<file path="src/rtl/uart_mmio_ctrl.sv">
// MMIO front end for the UART: buffers CPU bytes in a TX FIFO, sequences the transmitter, holds RX bytes.
// Latency: bus read data one cycle after bus_re; DATA write to tx_send is 3 cycles with an idle transmitter.
// Backpressure: none on the bus; a DATA write into a full FIFO is dropped and flagged in tx_drop.
module uart_mmio_ctrl #(
  parameter int          TX_DEPTH  = 4,
  parameter logic [31:0] BASE_ADDR = 32'h0
) (
  input  logic        clk,
  input  logic        rst,
  input  logic [31:0] bus_addr,
  input  logic [31:0] bus_wdata,
  input  logic        bus_we,
  input  logic        bus_re,
  output logic [31:0] bus_rdata,
  output logic        tx_send,
  output logic [7:0]  tx_data,
  input  logic        tx_busy,
  input  logic        rx_valid,
  input  logic [7:0]  rx_data
);

  localparam int          AW        = $clog2(TX_DEPTH);
  localparam int          PW        = AW + 1;
  localparam logic [31:0] STAT_ADDR = BASE_ADDR + 32'd4;

  typedef enum logic [2:0] {
    ST_IDLE,
    ST_LOAD,
    ST_SEND,
    ST_WAITB,
    ST_WAITD
  } state_t;

  state_t      state_q;
  logic        tx_send_q;
  logic [7:0]  tx_data_q;
  logic [1:0]  wait_cnt_q;

  logic [PW-1:0] wr_ptr_q, wr_ptr_d;
  logic [PW-1:0] rd_ptr_q, rd_ptr_d;
  logic [7:0]    mem_q [TX_DEPTH];

  logic [7:0]  rx_hold_q, rx_hold_d;
  logic        rx_full_q, rx_full_d;
  logic        overrun_q, overrun_d;
  logic        tx_drop_q, tx_drop_d;
  logic [31:0] rdata_q, rdata_d;

  // Address decode; the two low address bits never take part.
  logic sel_data, sel_stat;
  logic data_wr, stat_wr, data_rd, stat_rd;
  assign sel_data = (bus_addr[31:2] == BASE_ADDR[31:2]);
  assign sel_stat = (bus_addr[31:2] == STAT_ADDR[31:2]);
  // A simultaneous write and read is handled purely as a write.
  assign data_wr  = bus_we & sel_data;
  assign stat_wr  = bus_we & sel_stat;
  assign data_rd  = bus_re & ~bus_we & sel_data;
  assign stat_rd  = bus_re & ~bus_we & sel_stat;

  // FIFO flags from the extra pointer MSB.
  logic fifo_full, fifo_empty, fifo_pop, fifo_push, fifo_drop;
  logic [7:0] fifo_head;
  assign fifo_empty = (wr_ptr_q == rd_ptr_q);
  assign fifo_full  = (wr_ptr_q[PW-1] != rd_ptr_q[PW-1]) &&
                      (wr_ptr_q[AW-1:0] == rd_ptr_q[AW-1:0]);
  assign fifo_head  = mem_q[rd_ptr_q[AW-1:0]];
  // The head leaves the FIFO in LOAD; LOAD is only entered when non-empty.
  assign fifo_pop   = (state_q == ST_LOAD);
  // A pop in the same cycle frees the slot a push into a full FIFO needs.
  assign fifo_push  = data_wr & (~fifo_full | fifo_pop);
  assign fifo_drop  = data_wr & fifo_full & ~fifo_pop;

  logic tx_active;
  assign tx_active = (state_q != ST_IDLE);

  // Status map: 5 tx_drop, 4 tx_active, 3 overrun, 2 rx_full, 1 tx_empty, 0 tx_full.
  logic [31:0] status;
  assign status = {26'b0, tx_drop_q, tx_active, overrun_q, rx_full_q, fifo_empty, fifo_full};

  // Next-state for pointers, RX holding register, sticky flags and read data.
  always_comb begin
    wr_ptr_d  = wr_ptr_q;
    rd_ptr_d  = rd_ptr_q;
    rx_hold_d = rx_hold_q;
    rx_full_d = rx_full_q;
    overrun_d = overrun_q;
    tx_drop_d = tx_drop_q;
    rdata_d   = 32'b0;

    if (fifo_push) wr_ptr_d = wr_ptr_q + PW'(1);
    if (fifo_pop)  rd_ptr_d = rd_ptr_q + PW'(1);

    if (stat_wr && bus_wdata[5]) tx_drop_d = 1'b0;
    if (fifo_drop)               tx_drop_d = 1'b1;

    // A DATA read in the same cycle as a new byte consumes the old one, so no overrun.
    if (stat_wr && bus_wdata[3])                  overrun_d = 1'b0;
    if (rx_valid && rx_full_q && !data_rd)        overrun_d = 1'b1;

    if (data_rd)  rx_full_d = 1'b0;
    if (rx_valid) begin
      rx_full_d = 1'b1;
      rx_hold_d = rx_data;
    end

    if (data_rd)      rdata_d = {24'b0, rx_hold_q};
    else if (stat_rd) rdata_d = status;
  end

  // Register bank for the datapath state computed above.
  always_ff @(posedge clk or posedge rst) begin
    if (rst) begin
      wr_ptr_q  <= '0;
      rd_ptr_q  <= '0;
      rx_hold_q <= 8'h00;
      rx_full_q <= 1'b0;
      overrun_q <= 1'b0;
      tx_drop_q <= 1'b0;
      rdata_q   <= 32'b0;
    end else begin
      wr_ptr_q  <= wr_ptr_d;
      rd_ptr_q  <= rd_ptr_d;
      rx_hold_q <= rx_hold_d;
      rx_full_q <= rx_full_d;
      overrun_q <= overrun_d;
      tx_drop_q <= tx_drop_d;
      rdata_q   <= rdata_d;
    end
  end

  // FIFO storage; contents are meaningless while the pointers say empty, so no reset.
  always_ff @(posedge clk) begin
    if (fifo_push) mem_q[wr_ptr_q[AW-1:0]] <= bus_wdata[7:0];
  end

  // Transmit sequencer with registered tx_send / tx_data.
  always_ff @(posedge clk or posedge rst) begin
    if (rst) begin
      state_q    <= ST_IDLE;
      tx_send_q  <= 1'b0;
      tx_data_q  <= 8'h00;
      wait_cnt_q <= 2'd0;
    end else begin
      tx_send_q <= 1'b0;
      case (state_q)
        ST_IDLE: begin
          if (!fifo_empty && !tx_busy) state_q <= ST_LOAD;
        end
        ST_LOAD: begin
          tx_data_q <= fifo_head;
          tx_send_q <= 1'b1;
          state_q   <= ST_SEND;
        end
        ST_SEND: begin
          wait_cnt_q <= 2'd0;
          state_q    <= ST_WAITB;
        end
        ST_WAITB: begin
          // A transmitter that never raises busy is assumed done after 4 quiet cycles.
          if (tx_busy)                  state_q    <= ST_WAITD;
          else if (wait_cnt_q == 2'd3)  state_q    <= ST_IDLE;
          else                          wait_cnt_q <= wait_cnt_q + 2'd1;
        end
        ST_WAITD: begin
          if (!tx_busy) state_q <= ST_IDLE;
        end
        default: state_q <= ST_IDLE;
      endcase
    end
  end

  assign bus_rdata = rdata_q;
  assign tx_send   = tx_send_q;
  assign tx_data   = tx_data_q;

  logic unused_bits;
  assign unused_bits = ^{bus_addr[1:0], bus_wdata[31:8]};

endmodule

</file>
<file path="config.mk">
export PLATFORM = sky130hd
export DESIGN_NAME = uart_mmio_ctrl
export DESIGN_NICKNAME = d
export VERILOG_FILES = /design/src/rtl/uart_mmio_ctrl.sv
export SDC_FILE = /design/constraint.sdc
export NUM_CORES = 1
export LEC_CHECK = 0
export CORE_MARGIN = 2
export CORE_UTILIZATION = 43
export CTS_BUF_LIST = sky130_fd_sc_hd__clkbuf_4
export CTS_CLUSTER_DIAMETER = 80
export CTS_CLUSTER_SIZE = 30
export DETAILED_ROUTE_END_ITERATION = 10
export PLACE_DENSITY = 0.89
export SYNTH_ARGS = -nofsm -noshare
export SYNTH_HDL_FRONTEND = slang
export SYNTH_SLANG_ARGS = --single-unit
</file>
<file path="constraint.sdc">
create_clock -name clk -period 5.5 [get_ports clk]
set_input_delay 1.1 -clock clk [delete_from_list [all_inputs] [get_ports clk]]
set_output_delay 1.1 -clock clk [all_outputs]
set_load 0.02 [all_outputs]
</file>
Word level (Yosys, flattened, before mapping)
Memory sizes are Yosys's and may differ from the RTL's. A register that Yosys moved wholly into a read port is not among the register bits.
Index checks and enable logic that the tools add are counted.
{ "op_classes": {"reduce_logical": 18, "n_mux": 19, "n_addsub": 3, "bitwise_logic": 12, "eq_ne": 14} }
{ "ops": {"columns": ["op", "count"], "rows": [
  ["$eq A30 B1 Y1 const B", 1],
  ["$logic_not A30 Y1", 1],
  ["$pmux W3 S5", 1],
  ["$mux W3", 4],
  ["$mux W1", 9],
  ["$and A1 B1 Y1", 8],
  ["$mux W8", 1],
  ["$ne A2 B2 Y1 const B", 4],
  ["$reduce_bool A2 Y1", 4],
  ["$add A3 B1 Y3 const B", 2],
  ["$eq A3 B2 Y1 const B", 2],
  ["$logic_and A1 B1 Y1", 6],
  ["$mux W6", 1],
  ["$reduce_and A3 Y1", 2],
  ["$mux W2", 2],
  ["$pmux W2 S2", 1],
  ["$eq A3 B1 Y1 const B", 1],
  ["$eq A3 B3 Y1", 1],
  ["$eq A3 B3 Y1 const B", 1],
  ["$logic_not A1 Y1", 3],
  ["$logic_not A3 Y1", 1],
  ["$ne A3 B3 Y1 const B", 1],
  ["$not A1 Y1", 3],
  ["$reduce_bool A3 Y1", 1],
  ["other kinds (5)", 5]
]} }
{ "word_totals": {"out_inout_bits": 41, "word_cells": 77, "inputBits": 78, "ff_bits": 55, "ram_bits": 32, "n_memories": 1} }
{ "memory_table": {"columns": ["name", "depth", "width", "read_ports", "rd_ports_with_merged_regs", "wr", "line_no", "rtl"], "rows": [
  ["mem_q", 4, 8, 1, 1, 1, "41", "logic [7:0] mem_q [TX_DEPTH];"]
]} }

Longest topological paths before layout
Gate-level depths: netlist of run 1.
{ "logic_depth": {"word_depth": 7, "depth_mapped": 5, "mapped_depth_nobuf": 4} }

Worst setup path before layout of run 1
No wires, ideal clock.
{ "synth_path": {"path_type": "input to register", "from": "input bus_addr[12]", "to": "memory mem_q[3][0] (enable)", "arrival_ns": 2.356, "path_stages": 3, "path_slack_ns": 2.761, "t_required_ns": 5.117, "path_buffers": 0, "cell_sequence": "nor4_2 nand4_2 nor4_2"} }
{ "synth_via": {"elab_chain_cells": 5} }
{ "synth_rtl": {"columns": ["item", "line_no", "rtl"], "rows": [
  ["start: declaration", "10", "input logic [31:0] bus_addr,"],
  ["$logic_not A30 Y1", "52", "assign sel_data = (bus_addr[31:2] == BASE_ADDR[31:2]);"],
  ["$and A1 B1 Y1", "55", "assign data_wr = bus_we & sel_data;"],
  ["$and A1 B1 Y1", "70", "assign fifo_push = data_wr & (~fifo_full | fifo_pop);"],
  ["$mux W1", "133", "if (fifo_push) mem_q[wr_ptr_q[AW-1:0]] <= bus_wdata[7:0];"],
  ["$mux W1 (not written as such)", "133", null],
  ["end: declaration", "41", null]
]} }
No other way between the ends.

Worst setup path after layout of run 1
{ "layout_path": {"from": "input bus_addr[4]", "to": "memory mem_q[3][5] (enable)"} }
Same word-level chain as after synthesis.

==> impl_summary.md, run 1 <==
Run status
The run finished with clean final reports.

Worst setup path
The startpoint of the most critical register-to-register path is state_q[0]$_DFFE_PP0P_. The worst setup path is captured at a flip-flop. The start-to-end type of the worst setup path is primary input to flip-flop. The critical path required time is roughly 5.5 ns. In this run the register-to-register setup slack is between 2 and 3 ns. The cell count of the worst reg-to-reg path is 3. At the worst endpoint, the arrival time is between 3 and 4 ns.

Of all nets on the critical path, the largest fanout is 9. The endpoint identified for the worst register-to-register timing path is mem_q[3][5]$_DFFE_PP_. STA classifies the critical path startpoint as a primary input.

Timing
The worst setup skew after layout is ~0.015 ns. The relative slew slack is between 20% and 30%. The measured slew at the worst slew-check pin is 1.14 ns. Once routing completed, OpenROAD measured the worst setup slack at 2.35 ns. After routing, the total negative slack on setup checks comes to 0 ns.

The hold violation count in the final report came to 0. The total count of max-transition violations in the final report is 0. Setup repair after global routing left no endpoint under its margin. The maximum clock frequency is between 300 and 400 MHz. Subtracting the final worst setup slack from the clock period gives roughly 3.2 ns. The final clock period utilization by the worst path is 57.3%. Setup violations remaining at the end of the flow were counted as 0.

Place
The count of buffers from port buffering is between 60 and 70. Summing all placed instances gives a cell area of 3930 µm². Prior to clock tree synthesis, the placed netlist has a worst setup slack of 1.84 ns. The final weighted congestion in routability-driven placement is approximately 0.80.

The post-detailed-placement half-perimeter wirelength is around 4200 µm.

Floorplan
The overall die height is between 90 and 100 µm. In this run the standard cell core region covers around 7300 µm². The die covers approximately 8300 µm². The width of the chip is ~91 µm. The initial utilization of the core area, before any placement, comes to approximately 45%.

The total number of placement rows is 31. The count of pins on the block boundary is approximately 120.

CTS
After clock tree synthesis, the clock-pin slew on the worst setup and hold paths is approximately 0.1 ns. The number of buffers created by CTS is 9. The H-tree depth is 3. For this design, the sink count on the clock tree is 71. Post-CTS repair changed the size of 0 cells. In this run, post-CTS hold repair placed 0 buffers. The root cell of the clock tree is clkbuf_4. The worst-skew pair later-pin latency is about 0.40 ns. The clock tree from TritonCTS is done.

The longest clock path from root to sink contains 2 buffers. The number of buffers inserted to repair setup after CTS is 0.

Global routing
The first-pass GRT wire length is between 9000 and 10000 µm. The initial antenna violation count is 0. The number of global-route vias before repair is between 1500 and 2000. For this run the aggregate overflow at the end of global routing stands at 0. Entering global routing, the biggest net connects 40 pins.

Global routing consumed, over all layers together, between 10 and 15% of the routing resources.

Finish
The net count reported at finish is between 300 and 400. The repair_antennas step left the layout with diodes totalling 0. Of the cells placed in the final design, the portion with a size suffix greater than 1 is 19.6%. The area growth from synthesis to final layout is 24.7%. The final design area excluding fillers is 4060 µm².

Drt
After detailed routing, the number of remaining DRC violations is 0. Summed over all layers, the routed wires come to roughly 5600 µm. The remaining antenna violation count is 0.

The DRC marker count from the first detailed-route iteration is around 110. The number of optimization iterations in the first detailed-route pass is 4. The post-detailed-route via-to-cell ratio is ~5.0.

Summing over every cut layer, the via total after detailed routing is roughly 2000. The wire length per cell is 14.3 µm.

Job
The reported max-cap violation count is 0.

Worst hold path
The worst hold path cell count is 1. The terminating pin of the worst hold path is wr_ptr_q[2]$_DFFE_PP0N_. In this run the most critical hold path is launched from wr_ptr_q[2]$_DFFE_PP0N_. The worst hold path belongs to the class flip-flop to flip-flop.

Logic synthesis
The Yosys warning count is 0. The library cell occupying the most area in the post-synthesis netlist is dfrtp_1. The fraction of registers with async set or reset after synthesis is between 50% and 60%. The mapped netlist covers about 3300 µm². Among all flip-flop cells after synthesis, the most frequent one is dfrtp_1. The synthesized netlist contains between 40 and 50 unique library cells. The post-synthesis sequential element count is between 70 and 80. The fraction of the yosys area taken by sequential cells is a little under 60%.

The number of standard cells after synthesis is around 220. The number of flops mapped to enable cells by yosys is 32. Sorting the synthesized cells by area gives the leading types as dfrtp_1, edfxtp_1, mux2_2. A synthesized cell averages around 15 µm².

The area share of the largest cell type after synthesis is between 20% and 30%.

Power
In this run the power density over the cells is around 360 nW/µm². The post-layout total power is about 1.4 mW. The worst-case IR drop observed on VDD is roughly 120 µV. For this design the static power due to leakage is 1.55 nW.
final cells by class:
class / count / area [µm²]
tap: 99 / 124
clock buffer: 11 / 82.6
fill: 604 / 3230
sequential: 71 / 1940
inverter: 4 / 15.0
timing repair buffer: 69 / 688
clock inverter: 5 / 50.0
multi-input combinational: 136 / 1160
critical path, cell delays in order:
cell             delay (ns)
clkdlybuf4s50_1        0.42
nor4_2                 0.37
nand4_2                0.26
nor4_2                 1.02
power by group:
part | switching, mW | leakage (nW) | internal (mW)
sequential | 0.0863 | 0.767 | 0.623
clock | 0.169 | 0.0719 | 0.145
combinational | 0.182 | 0.710 | 0.243
total | 0.438 | 1.55 | 1.01
worst max-delay path by stage:
stage	start	to	slack, ns	cells past startpoint
5_1_grt	bus_addr[24]	mem_q[3][5]$_DFFE_PP_	2.15	4
6_report	bus_addr[4]	mem_q[3][5]$_DFFE_PP_	2.35	4
4_1_cts	bus_addr[4]	mem_q[3][5]$_DFFE_PP_	2.28	4
3_3_place_gp	bus_addr[4]	mem_q[3][2]$_DFFE_PP_	1.92	4
2_1_floorplan	bus_addr[12]	mem_q[3][0]$_DFFE_PP_	2.76	3
3_5_place_dp	bus_addr[4]	mem_q[3][6]$_DFFE_PP_	1.84	4
Yosys cell counts (3+ instances only):
master and instances:
nand2_1 7, dfrtp_1 39, xnor2_1 3, edfxtp_1 32
inv_1 4, o21ai_0 4, nor3_1 3, mux2i_1 3
nand2b_1 4, mux2_2 17, ha_1 6, xor2_1 4
and2_1 3, nor4_2 7, nor2_1 10, nor3b_2 3
mux4_2 8, buf_4 25, nor2b_1 3, a21oi_1 3
per-stage QoR:
| step | hold slack [ns] | cells | util, % |
|---|---|---|---|
| 4_1_cts | 0.497 | 395 | 55.6 |
| 5_1_grt | 0.520 | 395 | 55.6 |
| 3_3_place_gp | 0.475 | 379 | 53.8 |
| 2_1_floorplan | 0.462 | 242 | - |
| 6_report | 0.493 | 395 | 55.6 |
| 3_5_place_dp | 0.482 | 379 | 53.8 |
routing by layer:
metal | GRT usage (%) | share of wire, %
met1 | 17.3 | 40
met2 | 24.3 | 54
met3 | 1.91 | 4.6
met4 | 7.70 | 2.0
met5 | 0 | 0
state kept, by name (all words and copies together) (netlist names):
name	cells
rx_hold_q	8
tx_data	8
rx_full_q	1
overrun_q	1
state_q	3
mem_q	32
bus_rdata	8
rd_ptr_q	3
wait_cnt_q	2
wr_ptr_q	3
tx_send	1
tx_drop_q	1
logic make-up (layout without fill, tap and decap cells):
logic type               after synthesis  count (layout)  share of synthesized area [%]
other                                  1              24                          0.115
multiplexers                          29              29                           12.7
XOR/XNOR                               7               7                           1.88
adder cells (fa/ha/maj)                6               6                           2.31
AO/OA/AOI/OAI                         18              18                           3.96
buffers and inverters                 35              89                           7.46
AND/OR/NAND/NOR                       52              52                           12.1
flip-flops                            71              71                           59.5
cells in the final DEF, fill, tap and decap left out, drive strengths merged, types with 2 or more instances in the layout:
master          n
nor2           10
nor2b           3
clkdlybuf4s50  68
mux4            8
xnor2           3
a21oi           3
nor3            3
mux2i           3
and2            3
or3             2
dfrtp          39
conb           24
ha              6
o21ai           4
mux2           18
or3b            2
nand2b          4
nand2           7
edfxtp         32
clkinv          3
xor2            4
nand4           3
inv             4
a211oi          3
clkbuf         11
nor4            8
nor3b           4
Note: power is estimated with default switching activity, not from simulation.
==> inputs of run 2 (changes only) <==
- clock period: 5.5 -> 3.16 ns (I/O delays scaled with it)
==> run 2 against run 1 <==
Effect of this change:
- cell count increased by 1.3%
- global-route usage rose by 0.85 points
- combinational power up 87%
- largest power group unchanged
- highest routed layer unchanged
==> impl_summary.md, run 2 (same netlist as run 1, synthesis figures left out) <==
Finish
In the final design database the tool counted 380 nets. The fraction of layout instances using a drive strength above 1 is a little over a fifth. The area growth from synthesis to final layout is 26.5%. The most common cell after layout, fill and taps aside is clkdlybuf4s50_1. The number of flip-flops under the largest register name is 32. The total of fill cells in the finished design is slightly below 600. The repair_antennas step left the layout with diodes totalling 0. In the final layout, the multi-input gates occupy 1160 µm².

The library cells used most frequently in the layout, excluding fill and tap cells, are clkdlybuf4s50_1, dfrtp_1, edfxtp_1, conb_1, mux2_2. The final core area utilization is 56.5%. In the final layout, flip-flops and latches occupy 1940 µm².

Timing
The worst setup skew after layout is 0.0119 ns. Based on the critical path, the design can be clocked at up to roughly 400 MHz. The final clock period utilization by the worst path is around 80%. The shortest clock period the worst path allows after layout is 2.49 ns. The setup TNS is 0 ns. Setup repair after global routing left no endpoint under its margin. The total count of max-transition violations in the final report was 0. Setup violations remaining at the end of the flow were counted as 0.

The hold violation count in the final report is 0.

Global routing
The initial antenna violation count is 0. The number of global-route vias before repair is between 1500 and 2000. For this run the aggregate overflow at the end of global routing stands at 0.

Global routing consumed, over all layers together, around 15% of the routing resources. Entering global routing, the biggest net connects 40 pins. The first global-routing pass estimated 9590 µm of wire.

Drt
In the routed design, unresolved DRC markers number 0. The total vias in the final route is between 1500 and 2000. In the routed layout, each cell is associated on average with a via count of between 4 and 5. The routed metal-1 wire length is 2220 µm. In this run, the number of DRC markers left after iteration 0 of detailed routing was between 100 and 150.

The routed length on met2 is 3120 µm. The total detailed-routing wirelength is 5760 µm. After detailed routing, the average wire length per cell comes to between 10 and 15 µm. The number of optimization iterations in the first detailed-route pass is 4. The remaining antenna violation count is 0. Wire segments on met3 add up to ~350 µm in the final route.

The highest metal layer with signal wires is met4.

CTS
The number of setup buffers added after CTS is 0. The number of cells upsized or downsized after cts is 0. The H-tree depth is 3. Buffers inserted to repair hold after CTS numbered 0.

The maximum buffer depth of the clock tree is 2. Counting the buffers created by CTS gives 9. The clock drives slightly above 70 sinks. The root cell of the clock tree is clkbuf_4. The worst-skew pair later-pin latency is approximately 0.41 ns. TritonCTS built the clock tree. The CTS clock-pin slew for the worst setup and hold paths is roughly 0.10 ns.

Floorplan
The area inside the core boundary is ~7300 µm². The area enclosed by the die boundary is between 8000 and 9000 µm². The die is a little over 90 µm wide. Pin placement for this block handled 119 I/O pins. Once the floorplan was initialized, standard cells occupied 44.6% of the core. The die is roughly 91 µm tall. The initialized floorplan defines 31 standard-cell rows.

Place
The final weighted congestion in routability-driven placement is 0.783. The count of buffers from port buffering is between 60 and 70. After legalization and detailed placement, the total HPWL measured 4230 µm.

Worst setup path
The data arrival at the endpoint of the critical path is between 2 and 3 ns. The worst setup path is captured at a flip-flop. For flop-to-flop paths, the worst setup slack is a little under 0.9 ns. The worst setup path is launched from a primary input.

The largest fanout on the critical path is 8. The critical path required time is roughly 3.2 ns. The start-to-end type of the worst setup path is primary input to flip-flop.

Run status
The run finished with clean final reports.

Power
The standby leakage power is about 1.6 nW. The power density over the cells is approximately 640 nW/µm². The post-layout total power is 2.62 mW. The worst-case IR drop observed on VDD is 234 µV.

Job
The reported max-cap violation count is 0.

Worst hold path
The type of the tightest min-delay check is flip-flop to flip-flop.
==> run 2: cell count changes in the layout (fill, tap and decap cells not counted), sizes merged <==
| cell | previous run | this run |
|---|---|---|
| bufinv | 1 | 2 |
| clkbuf | 11 | 9 |
| clkinvlp | 1 | 0 |
| buf | 1 | 6 |
| clkinv | 3 | 5 |
==> run 2: routing by layer <==
metal,vias up,global-route usage [%]
li1,908,-
met1,950,17.6
met2,73,25.6
met3,7,3.73
met4,0,7.83
met5,-,0
==> run 2: path summary, 6_finish.rpt <==
kind / start / end / depth (start not counted)
min reg2reg: wr_ptr_q[2]$_DFFE_PP0N_ / wr_ptr_q[2]$_DFFE_PP0N_ / 1
max reg2reg: rd_ptr_q[1]$_DFFE_PP0N_ / mem_q[0][3]$_DFFE_PP_ / 4
max: bus_addr[4] / mem_q[0][3]$_DFFE_PP_ / 5
min: wr_ptr_q[2]$_DFFE_PP0N_ / wr_ptr_q[2]$_DFFE_PP0N_ / 1
min in group asynchronous: rst / tx_data[1]$_DFFE_PP0N_ / 3
max in group asynchronous: rst / wr_ptr_q[2]$_DFFE_PP0N_ / 3
==> run 2: cell type report <==
type | instances | area share, %
clock buffer | 9 | 1.64
clock inverter | 7 | 2.13
inverter | 4 | 0.365
multi-input combinational | 136 | 28.2
sequential | 71 | 47.0
tap | 99 | 3.01
timing repair buffer | 74 | 17.6
==> run 2: stage by stage <==
step / cells / hold slack, ns / setup WS, ns / cell area (µm²)
floorplan: 242 / 0.462 / 0.889 / 3340
global placement: 384 / 0.475 / 0.265 / 3960
detailed placement: 384 / 0.477 / 0.225 / 3960
CTS: 400 / 0.495 / 0.656 / 4120
global route: 400 / 0.519 / 0.550 / 4120
finish: 400 / 0.496 / 0.667 / 4120
==> run 2: power by group <==
part	switching, mW	internal [mW]	total [mW]	leakage, nW
Sequential	0.118	1.08	1.20	0.767
Clock	0.307	0.316	0.623	0.0871
Combinational	0.356	0.440	0.795	0.734
==> run 2: worst max-delay path: stages <==
cell	delay [ns]
clkdlybuf4s50_1	0.42
nor4_2	0.36
nand4_2	0.25
nor4b_4	0.42
and2_1	0.46
